[src/rtl/mips_pkg.sv]
// mips_pkg: shared constants and types for the MIPS multi-cycle phase sequencer.
//   - opcode constants for the supported instruction classes
//   - ALU funct constants
//   - phase-state enum and instruction-class enum
//   - last_phase(): final phase of the sequence for a given class
package mips_pkg;

    localparam logic [5:0] OP_RTYPE = 6'b000000;
    localparam logic [5:0] OP_LW    = 6'b100011;
    localparam logic [5:0] OP_SW    = 6'b101011;
    localparam logic [5:0] OP_ADDI  = 6'b001000;
    localparam logic [5:0] OP_BEQ   = 6'b000100;
    localparam logic [5:0] OP_J     = 6'b000010;

    localparam logic [5:0] FN_ADD   = 6'b100000;
    localparam logic [5:0] FN_SUB   = 6'b100010;
    localparam logic [5:0] FN_NONE  = 6'b000000;

    typedef enum logic [2:0] {
        IDLE = 3'd0,
        PH0  = 3'd1,
        PH1  = 3'd2,
        PH2  = 3'd3,
        PH3  = 3'd4,
        PH4  = 3'd5
    } phase_t;

    typedef enum logic [2:0] {
        CLS_R    = 3'd0,
        CLS_LW   = 3'd1,
        CLS_SW   = 3'd2,
        CLS_ADDI = 3'd3,
        CLS_BEQ  = 3'd4,
        CLS_J    = 3'd5,
        CLS_ILL  = 3'd6
    } iclass_t;

    // Final phase of each class: lw needs writeback (PH4); R/sw/addi end in
    // PH3; branches, jumps and unsupported opcodes finish in execute (PH2).
    function automatic phase_t last_phase(iclass_t c);
        case (c)
            CLS_LW:                    return PH4;
            CLS_R, CLS_SW, CLS_ADDI:   return PH3;
            default:                   return PH2;
        endcase
    endfunction

endpackage

[src/rtl/mips_phase_sequencer_if.sv]
// mips_phase_sequencer_if: bundle between the phase sequencer and its
// surrounding control/datapath.
//   run            : issue enable (control -> sequencer)
//   Op, IRFunc     : IR opcode/funct fields (control -> sequencer)
//   P0..P4, P      : phase strobes and instruction-complete strobe
//   Func           : registered ALU function code
//   illegal        : unsupported opcode, asserted with P
//   retired        : completed-instruction counter
//   state          : current FSM state, exported for observation
//
// Handshake: run is a level enable, not a valid/ready pair. The sequencer
// samples it only in IDLE and in the final phase cycle (P=1); a high sample
// starts the next instruction (P0) on the following cycle. Op/IRFunc must be
// stable during P1 and are ignored at all other times.
interface mips_phase_sequencer_if #(
    parameter int CNT_W = 16
);
    import mips_pkg::*;

    logic             run;
    logic [5:0]       Op;
    logic [5:0]       IRFunc;
    logic             P0;
    logic             P1;
    logic             P2;
    logic             P3;
    logic             P4;
    logic             P;
    logic [5:0]       Func;
    logic             illegal;
    logic [CNT_W-1:0] retired;
    phase_t           state;

    modport master (
        output run, Op, IRFunc,
        input  P0, P1, P2, P3, P4, P, Func, illegal, retired, state
    );

    modport slave (
        input  run, Op, IRFunc,
        output P0, P1, P2, P3, P4, P, Func, illegal, retired, state
    );

endinterface

[src/rtl/mips_op_classify.sv]
// mips_op_classify: combinational opcode decoder.
//   op, irfunc : IR opcode and funct fields
//   cls        : instruction class
//   func       : ALU function code for the class (funct for R-type)
//   illegal    : opcode not in the supported set
module mips_op_classify
    import mips_pkg::*;
(
    input  logic [5:0] op,
    input  logic [5:0] irfunc,
    output iclass_t    cls,
    output logic [5:0] func,
    output logic       illegal
);

    always_comb begin
        cls     = CLS_ILL;
        func    = FN_NONE;
        illegal = 1'b1;
        case (op)
            OP_RTYPE: begin cls = CLS_R;    func = irfunc;  illegal = 1'b0; end
            OP_LW:    begin cls = CLS_LW;   func = FN_ADD;  illegal = 1'b0; end
            OP_SW:    begin cls = CLS_SW;   func = FN_ADD;  illegal = 1'b0; end
            OP_ADDI:  begin cls = CLS_ADDI; func = FN_ADD;  illegal = 1'b0; end
            OP_BEQ:   begin cls = CLS_BEQ;  func = FN_SUB;  illegal = 1'b0; end
            OP_J:     begin cls = CLS_J;    func = FN_NONE; illegal = 1'b0; end
            default:  begin cls = CLS_ILL;  func = FN_NONE; illegal = 1'b1; end
        endcase
    end

endmodule

[src/rtl/mips_phase_sequencer.sv]
// mips_phase_sequencer: multi-cycle phase generator for the MIPS CPU.
//   clk  : clock, rising edge
//   clr  : synchronous active-high reset
//   bus  : mips_phase_sequencer_if.slave (run/Op/IRFunc in; phase strobes,
//          P, Func, illegal, retired and state out)
// The opcode is classified during PH1 and the class/Func are latched on the
// PH1->PH2 edge; the class then selects which phase ends the instruction.
module mips_phase_sequencer
    import mips_pkg::*;
#(
    parameter int CNT_W = 16
) (
    input  logic                        clk,
    input  logic                        clr,
    mips_phase_sequencer_if.slave       bus
);

    phase_t           state;
    phase_t           state_nxt;
    iclass_t          cls_q;
    logic             ill_q;
    logic [5:0]       func_q;
    logic [CNT_W-1:0] cnt_q;

    iclass_t          dec_cls;
    logic [5:0]       dec_func;
    logic             dec_ill;
    logic             p_last;

    mips_op_classify u_classify (
        .op      (bus.Op),
        .irfunc  (bus.IRFunc),
        .cls     (dec_cls),
        .func    (dec_func),
        .illegal (dec_ill)
    );

    // last_phase() never returns PH0/PH1, so a stale class from the previous
    // instruction cannot raise P before the new class is latched.
    assign p_last = (state != IDLE) && (state == last_phase(cls_q));

    always_comb begin
        state_nxt = state;
        case (state)
            IDLE:    if (bus.run) state_nxt = PH0;
            PH0:     state_nxt = PH1;
            PH1:     state_nxt = PH2;
            PH2:     state_nxt = p_last ? (bus.run ? PH0 : IDLE) : PH3;
            PH3:     state_nxt = p_last ? (bus.run ? PH0 : IDLE) : PH4;
            PH4:     state_nxt = bus.run ? PH0 : IDLE;
            default: state_nxt = IDLE;
        endcase
    end

    always_ff @(posedge clk) begin
        if (clr) begin
            state  <= IDLE;
            cls_q  <= CLS_J;
            ill_q  <= 1'b0;
            func_q <= FN_NONE;
            cnt_q  <= '0;
        end else begin
            state <= state_nxt;
            if (state == PH1) begin
                cls_q  <= dec_cls;
                ill_q  <= dec_ill;
                func_q <= dec_func;
            end
            if (p_last) begin
                cnt_q <= cnt_q + CNT_W'(1);
            end
        end
    end

    assign bus.P0      = (state == PH0);
    assign bus.P1      = (state == PH1);
    assign bus.P2      = (state == PH2);
    assign bus.P3      = (state == PH3);
    assign bus.P4      = (state == PH4);
    assign bus.P       = p_last;
    assign bus.illegal = p_last & ill_q;
    assign bus.Func    = func_q;
    assign bus.retired = cnt_q;
    assign bus.state   = state;

endmodule

[src/flat_wrapper.sv]
// flat-port wrapper written by rule: the top's interface ports become plain ports
module mips_phase_sequencer_flat import mips_pkg::*;
#(
    parameter int CNT_W = 16
)
  (clk, clr, bus_run, bus_Op, bus_IRFunc, bus_P0, bus_P1, bus_P2, bus_P3, bus_P4, bus_P, bus_Func, bus_illegal, bus_retired, bus_state);
  mips_phase_sequencer_if #(.CNT_W(CNT_W)) bus_i ();
  input  logic clk;
  input  logic clr;
  input wire logic [$bits(bus_i.run)-1:0] bus_run;
  input wire logic [$bits(bus_i.Op)-1:0] bus_Op;
  input wire logic [$bits(bus_i.IRFunc)-1:0] bus_IRFunc;
  output wire logic [$bits(bus_i.P0)-1:0] bus_P0;
  output wire logic [$bits(bus_i.P1)-1:0] bus_P1;
  output wire logic [$bits(bus_i.P2)-1:0] bus_P2;
  output wire logic [$bits(bus_i.P3)-1:0] bus_P3;
  output wire logic [$bits(bus_i.P4)-1:0] bus_P4;
  output wire logic [$bits(bus_i.P)-1:0] bus_P;
  output wire logic [$bits(bus_i.Func)-1:0] bus_Func;
  output wire logic [$bits(bus_i.illegal)-1:0] bus_illegal;
  output wire logic [$bits(bus_i.retired)-1:0] bus_retired;
  output wire logic [$bits(bus_i.state)-1:0] bus_state;
  assign bus_i.run = bus_run;
  assign bus_i.Op = bus_Op;
  assign bus_i.IRFunc = bus_IRFunc;
  assign bus_P0 = bus_i.P0;
  assign bus_P1 = bus_i.P1;
  assign bus_P2 = bus_i.P2;
  assign bus_P3 = bus_i.P3;
  assign bus_P4 = bus_i.P4;
  assign bus_P = bus_i.P;
  assign bus_Func = bus_i.Func;
  assign bus_illegal = bus_i.illegal;
  assign bus_retired = bus_i.retired;
  assign bus_state = bus_i.state;
  mips_phase_sequencer #(.CNT_W(CNT_W)) u_core (.clk(clk), .clr(clr), .bus(bus_i));
endmodule
[config.mk]
export PLATFORM = sky130hd
export DESIGN_NAME = mips_phase_sequencer_flat
export DESIGN_NICKNAME = d
export VERILOG_FILES = /design/src/rtl/mips_pkg.sv /design/src/rtl/mips_phase_sequencer_if.sv /design/src/rtl/mips_op_classify.sv /design/src/rtl/mips_phase_sequencer.sv /design/src/flat_wrapper.sv
export SDC_FILE = /design/constraint.sdc
export NUM_CORES = 1
export LEC_CHECK = 0
export ABC_AREA = 1
export CAP_MARGIN = 20
export CORE_ASPECT_RATIO = 1.2
export CORE_MARGIN = 2
export CORE_UTILIZATION = 50
export DETAILED_ROUTE_END_ITERATION = 6
export GPL_ROUTABILITY_DRIVEN = 0
export PLACE_DENSITY = 0.84
export SLEW_MARGIN = 10
export SYNTH_ARGS = -nofsm -noshare
export SYNTH_HDL_FRONTEND = slang
export SYNTH_SLANG_ARGS = --single-unit
[constraint.sdc]
create_clock -name clk -period 3.05 [get_ports clk]
set_input_delay 0.61 -clock clk [delete_from_list [all_inputs] [get_ports clk]]
set_output_delay 0.61 -clock clk [all_outputs]
set_load 0.005 [all_outputs]
==> results by group <==
Worst setup path
  • Worst r2r src: u_core.bus.retired[0]
  • Largest delay contributor family on the critical path: buffers and inverters
  • Worst path buffer plus inverter count: 3
  • CP Launch Point: u_core.bus.state[1]
  • R2R cell count: 8
  • Worst R2R Setup Slack: 1490 ps
  • Crit-path slowest cell: clkdlybuf4s50_1
  • Worst setup SP type: flip-flop
  • CP Max Fanout: 16
  • RR Endpoint: u_core.bus.retired[10]
  • CP endpoint: bus_P1
  • Required @ worst endpoint: 2440 ps
  • WP data arrival: 1870 ps
  • Critical path, cell by cell: inv_1 -> nor2_1 -> inv_1 -> nor2_4 -> clkdlybuf4s50_1
  • CP Depth: 5
  • Crit path top cell by count: inv_1
  • Slowest Stage Delay on Critical Path: 580 ps
  • Crit. End Element: output pin
  • WS Path Type: reg2out

CTS
  • Postcts setup bufs: 0
  • Htree depth: 2
  • Clock Sinks: 29
  • Cts repair resizes: 0
  • CTS max path bufs: 2
  • Cts bufs inserted: 5
  • CTS tree: built
  • Hold Buf Count CTS: 0
  • Worst skew pair latency: 340 ps
  • Reg clk slew, reported paths: 90 ps
  • Root Buffer Master: clkbuf_4

Global routing
  • First-pass GRT wire length: 6390 um
  • All-Layer GR Usage: 0.220
  • Initial antenna violation count: 0
  • Vias in the first global route: 1566
  • Largest net degree at the start of global routing: 21
  • Remaining Overflow, GRT: 0

STA
  • Max_slew headroom: 0.597
  • Tcrit/Tclk final: 0.812
  • Clk_skew: 4.16 ps
  • Fin crit period: 2480 ps
  • RSZ-0062 raised after global routing: no
  • Max Slew Vio Count: 0
  • Number of endpoints failing setup at the final stage: 0
  • Final Worst Setup Slack: 574 ps
  • Fmax: 404 MHz
  • Final Hold Vio Count: 0
  • Final TNS setup: 0 ps
  • Worst slew pin tran: 604 ps

Hold path
  • Min-delay worst type: reg2reg
  • Hold_sp: u_core.ill_q
  • Worst Hold Depth: 2

Drt
  • Routed len/inst: 10.6 um
  • Drc violations: 0
  • Post-Route WL: 3550 um
  • Drt first-iter violations: 63
  • Via count: 1676
  • Total iterations of the first detailed-routing run: 4
  • Antenna-violating nets left: 0
  • DR vias/cell: 4.99

Logic synthesis
  • Ys Warns: 0
  • FF+latch count, synth: 29
  • Cells after Synth: 250
  • Post-synth top flop: dfxtp_1
  • Syn nets: 266
  • Synthesized area: 1610 sq um
  • Avg Inst Size Synth: 6.44 sq um
  • Sequential share of the synthesized area: 0.361
  • Post-synth ARST share: 0
  • Cell variety after synth: 26
  • Post-synth EDFFs: 0

Layout
  • Design area: 2140 sq um
  • Share of layout cells above drive strength 1: 0.0700
  • Fillers: 258
  • Final Non-Filler Cells: 336
  • # diodes: 0
  • P&R area growth vs syn: 32.7%
  • NumNets Final: 315

Floorplanning
  • FP Rows: 22
  • Core area: 3060 sq um
  • Initial Util: 0.527
  • Die height: 66.2 um
  • Top Ports: 47
  • Die Width: 55.8 um
  • Die footprint: 3690 sq um

Job
  • Max-Cap Viols: 0

Place
  • Placed Cells: 328
  • Hpwl dp: 2590 um
  • Count of input and output buffers: 46
  • Pre-CTS setup slack: 891 ps
  • Post-DP Area: 2090 sq um

Power
  • Worst vdd ir: 339 uV
  • PwrDens: 435 nW/um^2
  • P_leak: 0.845 nW

Run status
  • Status: finished clean
==> worst register-to-register path, stage by stage, from the launching register on <==
cell and delay (ps):
dfxtp_1 410, ha_1 200, nand3_1 100, nor2_1 290
nand3_1 180, nor2_4 140, nand2_1 50, nand2_1 60
nor2_1 40
==> cells in the mapped netlist, types with 2 or more instances <==
| cell type | number | share of area |
|---|---|---|
| o21ai_0 | 11 | 0.034 |
| nor3_1 | 2 | 0.0062 |
| a21oi_1 | 20 | 0.062 |
| nand2_1 | 63 | 0.15 |
| dfxtp_1 | 29 | 0.36 |
| buf_6 | 2 | 0.014 |
| inv_1 | 30 | 0.070 |
| nor2_4 | 5 | 0.035 |
| nand3_2 | 2 | 0.012 |
| nand4_1 | 4 | 0.016 |
| nand2_2 | 3 | 0.012 |
| clkbuf_1 | 2 | 0.0047 |
| nor2_1 | 38 | 0.089 |
| nor2_2 | 2 | 0.0078 |
| nand3b_1 | 2 | 0.0093 |
| nand3_1 | 25 | 0.078 |
==> area by class of cell <==
type                    instances  area (sq um)  area share
clock buffers                   8          48.8      0.0228
inverters                      31           116      0.0544
multi-input cells             184           871       0.407
flip-flops and latches         29           581       0.272
well taps                      36          45.0      0.0211
repair buffers                 48           475       0.222
==> cells in the final DEF (no fill, tap or decap) <==
| cell type | synthesis | layout |
|---|---|---|
| nand3_2 | 2 | 2 |
| a21oi_1 | 20 | 20 |
| nor2_1 | 38 | 38 |
| nand4_1 | 4 | 4 |
| clkdlybuf4s50_1 | 0 | 46 |
| clkbuf_1 | 2 | 3 |
| nand3_1 | 25 | 25 |
| clkbuf_4 | 0 | 5 |
| nor2_4 | 5 | 5 |
| nand2_1 | 63 | 63 |
| nand2_2 | 3 | 3 |
| ha_1 | 1 | 1 |
| buf_4 | 1 | 2 |
| a31oi_1 | 1 | 1 |
| nand3b_1 | 2 | 2 |
| and2_1 | 1 | 1 |
| o21a_1 | 1 | 1 |
| nor3_1 | 2 | 2 |
| o21ai_0 | 11 | 11 |
| o21ai_1 | 1 | 1 |
| inv_2 | 1 | 1 |
| a21oi_2 | 1 | 1 |
| nor2_2 | 2 | 2 |
| dfxtp_1 | 29 | 29 |
| inv_1 | 30 | 30 |
| o211ai_1 | 1 | 1 |
==> per-layer routing <==
layer	vias up	share of wire	GRT usage	wire (um)
met5	-	0	0	0
met4	0	0.021	0.104	75
met3	9	0.075	0.0822	266
met2	49	0.49	0.393	1740
met1	719	0.41	0.229	1470
li1	899	-	-	-
==> stage by stage <==
step                power, W  hold slack [ps]  utilization
floorplan           0.000599              434            -
global placement    0.000709              446        0.683
detailed placement  0.000712              458        0.683
CTS                 0.000937              471        0.699
global route        0.000991              502        0.699
finish              0.000929              469        0.699
==> logic make-up (layout without fill, tap and decap cells) <==
logic type / count (synthesis) / after routing / share of synthesized area
AND/OR/NAND/NOR: 147 / 147 / 0.415
buffers and inverters: 37 / 87 / 0.0987
AO/OA/AOI/OAI: 36 / 36 / 0.118
flip-flops: 29 / 29 / 0.361
adder cells (fa/ha/maj): 1 / 1 / 0.00777
==> report_power, final <==
| group | internal, W | switching, W |
|---|---|---|
| clock network | 0.0000916 | 0.000133 |
| registers | 0.000416 | 0.0000318 |
| logic | 0.000127 | 0.000130 |
| total | 0.000634 | 0.000294 |
==> state kept, by name, summed over array words and instances (netlist names) <==
name	flops
u_core.cls_q	3
u_core.bus.state	3
u_core.bus.retired	16
u_core.bus.Func	6
u_core.ill_q	1
==> worst min-delay path by stage <==
| stage | endpoint |
|---|---|
| 6_report | u_core.ill_q |
| 3_3_place_gp | u_core.cls_q[0] |
| 2_1_floorplan | u_core.cls_q[0] |
| 4_1_cts | u_core.ill_q |
| 3_5_place_dp | u_core.ill_q |
| 5_1_grt | u_core.cls_q[0] |
Power figures use the tool's default switching activity.
